## src/rtl/fmad_mul.sv

```systemverilog
// fmad_mul - multiply front stage of the fused multiply-add path.
// Computes ope1*ope2 in IEEE-754 single precision over a fixed 3-stage
// pipeline. The addend (ope3) and the is_sub/is_neg control bits travel
// alongside the product, so they reach the add stage on the same cycle.
// Denormal inputs are flushed to zero. NaN inputs are treated as inf.
// No denormal results are produced. inf x zero returns the canonical qNaN.
//
// Ports:
//   clk, rstn          clock (rising edge), async active-low reset
//   clken              pipeline advance enable; low freezes all state
//   in_valid           qualifies ope1/ope2/ope3/is_sub/is_neg
//   ope1, ope2         FP32 multiplicand / multiplier
//   ope3               addend, passed through unmodified
//   is_sub, is_neg     control flags, passed through
//   out_valid          qualifies all outputs
//   prod               FP32 product (registered)
//   ope3_q, is_sub_q, is_neg_q   delayed pass-through fields
module fmad_mul #(
  parameter int LATENCY = 3
) (
  input  logic        clk,
  input  logic        rstn,
  input  logic        clken,
  input  logic        in_valid,
  input  logic [31:0] ope1,
  input  logic [31:0] ope2,
  input  logic [31:0] ope3,
  input  logic        is_sub,
  input  logic        is_neg,
  output logic        out_valid,
  output logic [31:0] prod,
  output logic [31:0] ope3_q,
  output logic        is_sub_q,
  output logic        is_neg_q
);

  // The pipeline depth is fixed; the parameter only documents it.
  if (LATENCY != 3) begin : g_bad_latency
    $error("fmad_mul: LATENCY must be 3");
  end

  // S1: unpack / multiply
  logic               v1_q,     v1_d;
  logic               sign1_q,  sign1_d;
  logic signed [9:0]  exp1_q,   exp1_d;
  logic [47:0]        mul1_q,   mul1_d;
  logic               zero1_q,  zero1_d;
  logic               inf1_q,   inf1_d;

  // S2: normalize / round
  logic               v2_q,     v2_d;
  logic               sign2_q,  sign2_d;
  logic signed [9:0]  exp2_q,   exp2_d;
  logic [22:0]        mant2_q,  mant2_d;
  logic               zero2_q,  zero2_d;
  logic               inf2_q,   inf2_d;

  // S3: pack
  logic               v3_q;
  logic [31:0]        prod3_q,  prod3_d;

  // Pass-through delay lines
  logic [31:0]        ope3_1_q, ope3_2_q, ope3_3_q;
  logic [2:0]         sub_sr_q, neg_sr_q;

  logic [7:0]         ea, eb;
  logic               za, zb, ia, ib;

  always_comb begin
    ea      = ope1[30:23];
    eb      = ope2[30:23];
    za      = (ea == 8'd0);
    zb      = (eb == 8'd0);
    ia      = (ea == 8'hFF);
    ib      = (eb == 8'hFF);
    v1_d    = in_valid;
    sign1_d = ope1[31] ^ ope2[31];
    exp1_d  = $signed({2'b00, ea}) + $signed({2'b00, eb}) - 10'sd127;
    mul1_d  = 48'({1'b1, ope1[22:0]}) * 48'({1'b1, ope2[22:0]});
    zero1_d = za | zb;
    inf1_d  = ia | ib;
  end

  logic [22:0] mant_n;
  logic        guard, sticky, round_up, carry;
  logic [22:0] mant_r;
  logic signed [9:0] exp_n;

  always_comb begin
    if (mul1_q[47]) begin
      mant_n = mul1_q[46:24];
      guard  = mul1_q[23];
      sticky = |mul1_q[22:0];
      exp_n  = exp1_q + 10'sd1;
    end else begin
      mant_n = mul1_q[45:23];
      guard  = mul1_q[22];
      sticky = |mul1_q[21:0];
      exp_n  = exp1_q;
    end
    round_up          = guard & (sticky | mant_n[0]);
    {carry, mant_r}   = {1'b0, mant_n} + 24'(round_up);
    v2_d    = v1_q;
    sign2_d = sign1_q;
    mant2_d = mant_r;                       // wraps to 0 on carry
    exp2_d  = carry ? (exp_n + 10'sd1) : exp_n;
    zero2_d = zero1_q;
    inf2_d  = inf1_q;
  end

  always_comb begin
    if (inf2_q && zero2_q)
      prod3_d = 32'h7FC0_0000;
    else if (inf2_q)
      prod3_d = {sign2_q, 8'hFF, 23'd0};
    else if (zero2_q)
      prod3_d = {sign2_q, 31'd0};
    else if (exp2_q >= 10'sd255)
      prod3_d = {sign2_q, 8'hFF, 23'd0};
    else if (exp2_q <= 10'sd0)
      prod3_d = {sign2_q, 31'd0};
    else
      prod3_d = {sign2_q, exp2_q[7:0], mant2_q};
  end

  always_ff @(posedge clk or negedge rstn) begin
    if (!rstn) begin
      v1_q     <= 1'b0;
      sign1_q  <= 1'b0;
      exp1_q   <= '0;
      mul1_q   <= '0;
      zero1_q  <= 1'b0;
      inf1_q   <= 1'b0;
      v2_q     <= 1'b0;
      sign2_q  <= 1'b0;
      exp2_q   <= '0;
      mant2_q  <= '0;
      zero2_q  <= 1'b0;
      inf2_q   <= 1'b0;
      v3_q     <= 1'b0;
      prod3_q  <= '0;
      ope3_1_q <= '0;
      ope3_2_q <= '0;
      ope3_3_q <= '0;
      sub_sr_q <= '0;
      neg_sr_q <= '0;
    end else if (clken) begin
      v1_q     <= v1_d;
      sign1_q  <= sign1_d;
      exp1_q   <= exp1_d;
      mul1_q   <= mul1_d;
      zero1_q  <= zero1_d;
      inf1_q   <= inf1_d;
      v2_q     <= v2_d;
      sign2_q  <= sign2_d;
      exp2_q   <= exp2_d;
      mant2_q  <= mant2_d;
      zero2_q  <= zero2_d;
      inf2_q   <= inf2_d;
      v3_q     <= v2_q;
      prod3_q  <= prod3_d;
      ope3_1_q <= ope3;
      ope3_2_q <= ope3_1_q;
      ope3_3_q <= ope3_2_q;
      sub_sr_q <= {sub_sr_q[1:0], is_sub};
      neg_sr_q <= {neg_sr_q[1:0], is_neg};
    end
  end

  assign out_valid = v3_q;
  assign prod      = prod3_q;
  assign ope3_q    = ope3_3_q;
  assign is_sub_q  = sub_sr_q[2];
  assign is_neg_q  = neg_sr_q[2];

endmodule

```

## config.mk

```make
export PLATFORM = sky130hd
export DESIGN_NAME = fmad_mul
export DESIGN_NICKNAME = d
export VERILOG_FILES = /design/src/rtl/fmad_mul.sv
export SDC_FILE = /design/constraint.sdc
export NUM_CORES = 2
export LEC_CHECK = 0
export BUFFER_PORTS_ARGS = -buffer_cell sky130_fd_sc_hd__clkbuf_2
export CORE_UTILIZATION = 25
export DETAILED_ROUTE_END_ITERATION = 10
export PLACE_DENSITY = 0.44
export SYNTH_ARGS = -nofsm -noshare
export SYNTH_HDL_FRONTEND = slang
export SYNTH_SLANG_ARGS = --single-unit
```

## constraint.sdc

```tcl
create_clock -name clk -period 5.8 [get_ports clk]
set_clock_uncertainty 0.15 [all_clocks]
set_input_delay 0 -clock clk [delete_from_list [all_inputs] [get_ports clk]]
set_output_delay 0 -clock clk [all_outputs]
set_load 0.02 [all_outputs]
```

==> flow_metrics.py <==
metrics = {
    "yosys": {
        "synth_area_leaders": "fa_1, dfrtp_1, ha_1, inv_1, mux2_2",
        "async_flop_share": 1.00,
        "synth_flop_cell": "dfrtp_1",
        "synth_top_area_share": 0.327,
        "yosysMostFrequentCell": "inv_1",
        "syn_inst": 3031,
        "synthTopCellsByCount": "inv_1, fa_1, nand2_1",
        "post-synth-top-area-cell": "fa_1",
        "yosys_warnings": 0,
        "syn-cell-area_mm2": 0.0295,
        "ys_ff_latch": 234,
        "yosysSeqAreaShare": 0.198,
        "syn_area_per_cell_um2": 9.74,
        "ys_types": 85,
        "syn_nets": 3807,
        "synth_edf_count": 0,
    },
    "placement": {
        "numPortBuffers": 168,
        "dp_hpwl_um": 69600,
        "routabilityCongestion": 0.844,
    },
    "setup_path": {
        "max_stage_delay_ps": 540,
        "required_ps": 6070,
        "worstPathArrival_ps": 6070,
        "worstSetupPathType": "input port to flip-flop",
        "critPathMaxFanout": 8,
        "end_kind": "flip-flop",
        "crit_path_start_kind": "input port",
        "crit_top_cell": "fa_1",
        "cp_cell_sequence": "clkbuf_8 > buf_12 > and2_1 > fa_1 > fa_1 > inv_1 > fa_1 > fa_1 > inv_1 > fa_1 > fa_1 > inv_1 > fa_1 > inv_1 > ha_4 > buf_4 > nand2_2 > or3_4 > o31ai_4 > a2111oi_4 > or2_1 > xnor2_1 > mux2_4",
        "cpMaxStageDelayCell": "fa_1",
    },
    "min_path": {
        "hp-class": "input port to flip-flop",
    },
    "sta": {
        "fmax_ghz": 0.172,
        "min_period_ps": 5800,
        "setup_viol": 0,
        "worst_pin_slew_ps": 895,
        "tns_ps": 0,
        "relSlewSlack": 0.403,
        "rsz0062_at_grt": "true",
        "period_share": 1.00,
        "hold_viol": 0,
        "maxSlewViolCount": 0,
    },
    "grt": {
        "grt_max_degree": 138,
        "grt_pass1_wl_um": 137000,
        "gr-total-overflow": 0,
        "grt_pass1_vias": 24000,
        "gr-usage-all-layers": 0.145,
        "antenna_found_initial": 3,
    },
    "flow_run": {
        "maxCapViolations": 0,
    },
    "clock_tree": {
        "htreeDepth": 1,
        "cts_buffers": 28,
        "clk_pin_slew_ps": 60,
        "clockBufferDepth": 3,
        "clk_latency_ps": 580,
        "cts_root_buf": "clkbuf_16",
        "cts_sinks": 234,
        "cts_tree": "yes",
    },
    "floorplanning": {
        "start_util": 0.253,
        "num_io_pins": 169,
        "die_height_um": 346,
        "dieArea_mm2": 0.120,
        "core_area_mm2": 0.117,
        "num_rows": 125,
        "die_w_um": 346,
    },
    "route": {
        "drt-vias-per-instance": 4.31,
        "drt_iter0_markers": 781,
        "drt.antenna.violating_nets": 0,
        "routed_wl_um": 84100,
        "dr_total_vias": 21800,
        "routedWlPerCell_um": 16.7,
        "first_pass_iters": 5,
        "route.detailed.drc": 0,
    },
    "layout": {
        "area_delta_synth_final_pct": 28.0,
        "drive_gt1_frac": 0.267,
        "n_fill_cell": 12200,
        "antenna_cells": 0,
        "nNetsFinal": 4277,
    },
    "status": {
        "run_status": "finished, final reports clean",
    },
}
state kept, by name, summed over array words and instances (netlist names), 3 cells and up:
| register | count |
|---|---|
| ope3_2_q | 32 |
| prod | 32 |
| neg_sr_q | 3 |
| ope3_1_q | 32 |
| mant2_q | 23 |
| sub_sr_q | 3 |
| exp2_q | 10 |
| mul1_q | 48 |
| exp1_q | 10 |
| ope3_q | 32 |
metrics by stage:
step | util | setup slack (ps) | std cells | hold slack [ps] | instance area (µm²)
5_1_grt | 0.324 | -191 | 5047 | 8.56 | 37800
6_report | 0.324 | 0.900 | 5047 | 41.3 | 37800
3_5_place_dp | 0.296 | -887 | 4883 | -61.4 | 34500
2_1_floorplan | - | -291 | 3031 | -446 | 30200
4_1_cts | 0.316 | -54.9 | 5021 | 1.23 | 36900
3_3_place_gp | 0.296 | -861 | 4883 | -50.4 | 34500
layer usage:
metal	global-route usage	vias up	wire length [µm]
met3	0.0187	68	3040
met1	0.191	11100	37600
met4	0.0236	0	1400
li1	-	10300	-
met2	0.255	297	42000
met5	0	-	0
final cells by class:
| type | instances | area, µm² | area share |
|---|---|---|---|
| well taps | 1524 | 1910 | 0.0505 |
| inverters | 590 | 2230 | 0.0590 |
| clock inverters | 13 | 201 | 0.00533 |
| flip-flops and latches | 234 | 5860 | 0.155 |
| repair buffers | 592 | 5060 | 0.134 |
| multi-input cells | 2055 | 21800 | 0.576 |
| clock buffers | 39 | 782 | 0.0207 |
placed cells by master, fill, tap and decap left out, types with 8 or more instances in the layout:
master / count
mux2_2: 168
o21ai_1: 10
nand2_1: 357
and2_1: 232
fa_1: 455
dfrtp_1: 233
buf_6: 46
clkbuf_2: 130
o211ai_1: 13
nand4_1: 25
nor2_1: 88
buf_8: 12
inv_1: 558
a21oi_1: 54
o21ai_0: 42
o2bb2ai_1: 23
a21oi_2: 12
and3_1: 8
inv_2: 26
nor2b_1: 8
a21o_1: 25
buf_4: 282
xnor2_1: 47
dlygate4sd3_1: 76
nand3_1: 21
ha_1: 171
and2_4: 18
buf_12: 23
nor3_1: 11
fa_2: 28
clkbuf_8: 13
ha_4: 18
nor4_1: 12
clkbuf_16: 34
mux2i_1: 10
o21ai_2: 12
xor2_1: 34
nand2_2: 10
kinds of logic (layout without fill, tap and decap cells):
logic type / after synthesis / count (layout) / synth area share
AOI/OAI and AO/OA: 270 / 270 / 0.0616
xor gates and xnor gates: 85 / 85 / 0.0252
muxes: 181 / 181 / 0.0687
DFF: 234 / 234 / 0.198
and+or+nand+nor: 845 / 845 / 0.142
buffers and inverters: 742 / 1234 / 0.0962
adders and majority gates: 674 / 674 / 0.408
worst paths after layout:
| check | start | end | slack [ps] | depth (start not counted) |
|---|---|---|---|---|
| min in group asynchronous | rstn | ope3_2_q[10]$_DFFE_PN0P_ | 410 | 4 |
| setup reg to reg | mul1_q[47]$_DFFE_PN0P_ | mant2_q[14]$_DFFE_PN0P_ | 2440 | 11 |
| max in group asynchronous | rstn | mul1_q[47]$_DFFE_PN0P_ | 4250 | 4 |
| hold reg to reg | prod[22]$_DFFE_PN0P_ | prod[22]$_DFFE_PN0P_ | 330 | 1 |
| setup / recovery | ope2[1] | mul1_q[35]$_DFFE_PN0P_ | 0.9 | 23 |
| hold / removal | in_valid | v1_q$_DFFE_PN0P_ | 40 | 3 |
worst max-delay path: cells and delay by family:
family	cells	cell delay, ps
AOI/OAI and AO/OA	2	400
xor gates and xnor gates	1	130
adders and majority gates	8	3760
buffers and inverters	7	640
muxes	1	250
and+or+nand+nor	4	900
timing repair:
item,4_1_cts,5_1_grt
endpoints found under the hold margin,233,0
setup endpoints to repair,23,27
buffers inserted,9,25
pin swaps,48,91
resized for setup,120,200
cloned,1,2
hold buffers,77,0
Power is left out: the tool's default activity adds up to more than one toggle a clock period on the data nets, which glitch-free logic cannot reach.
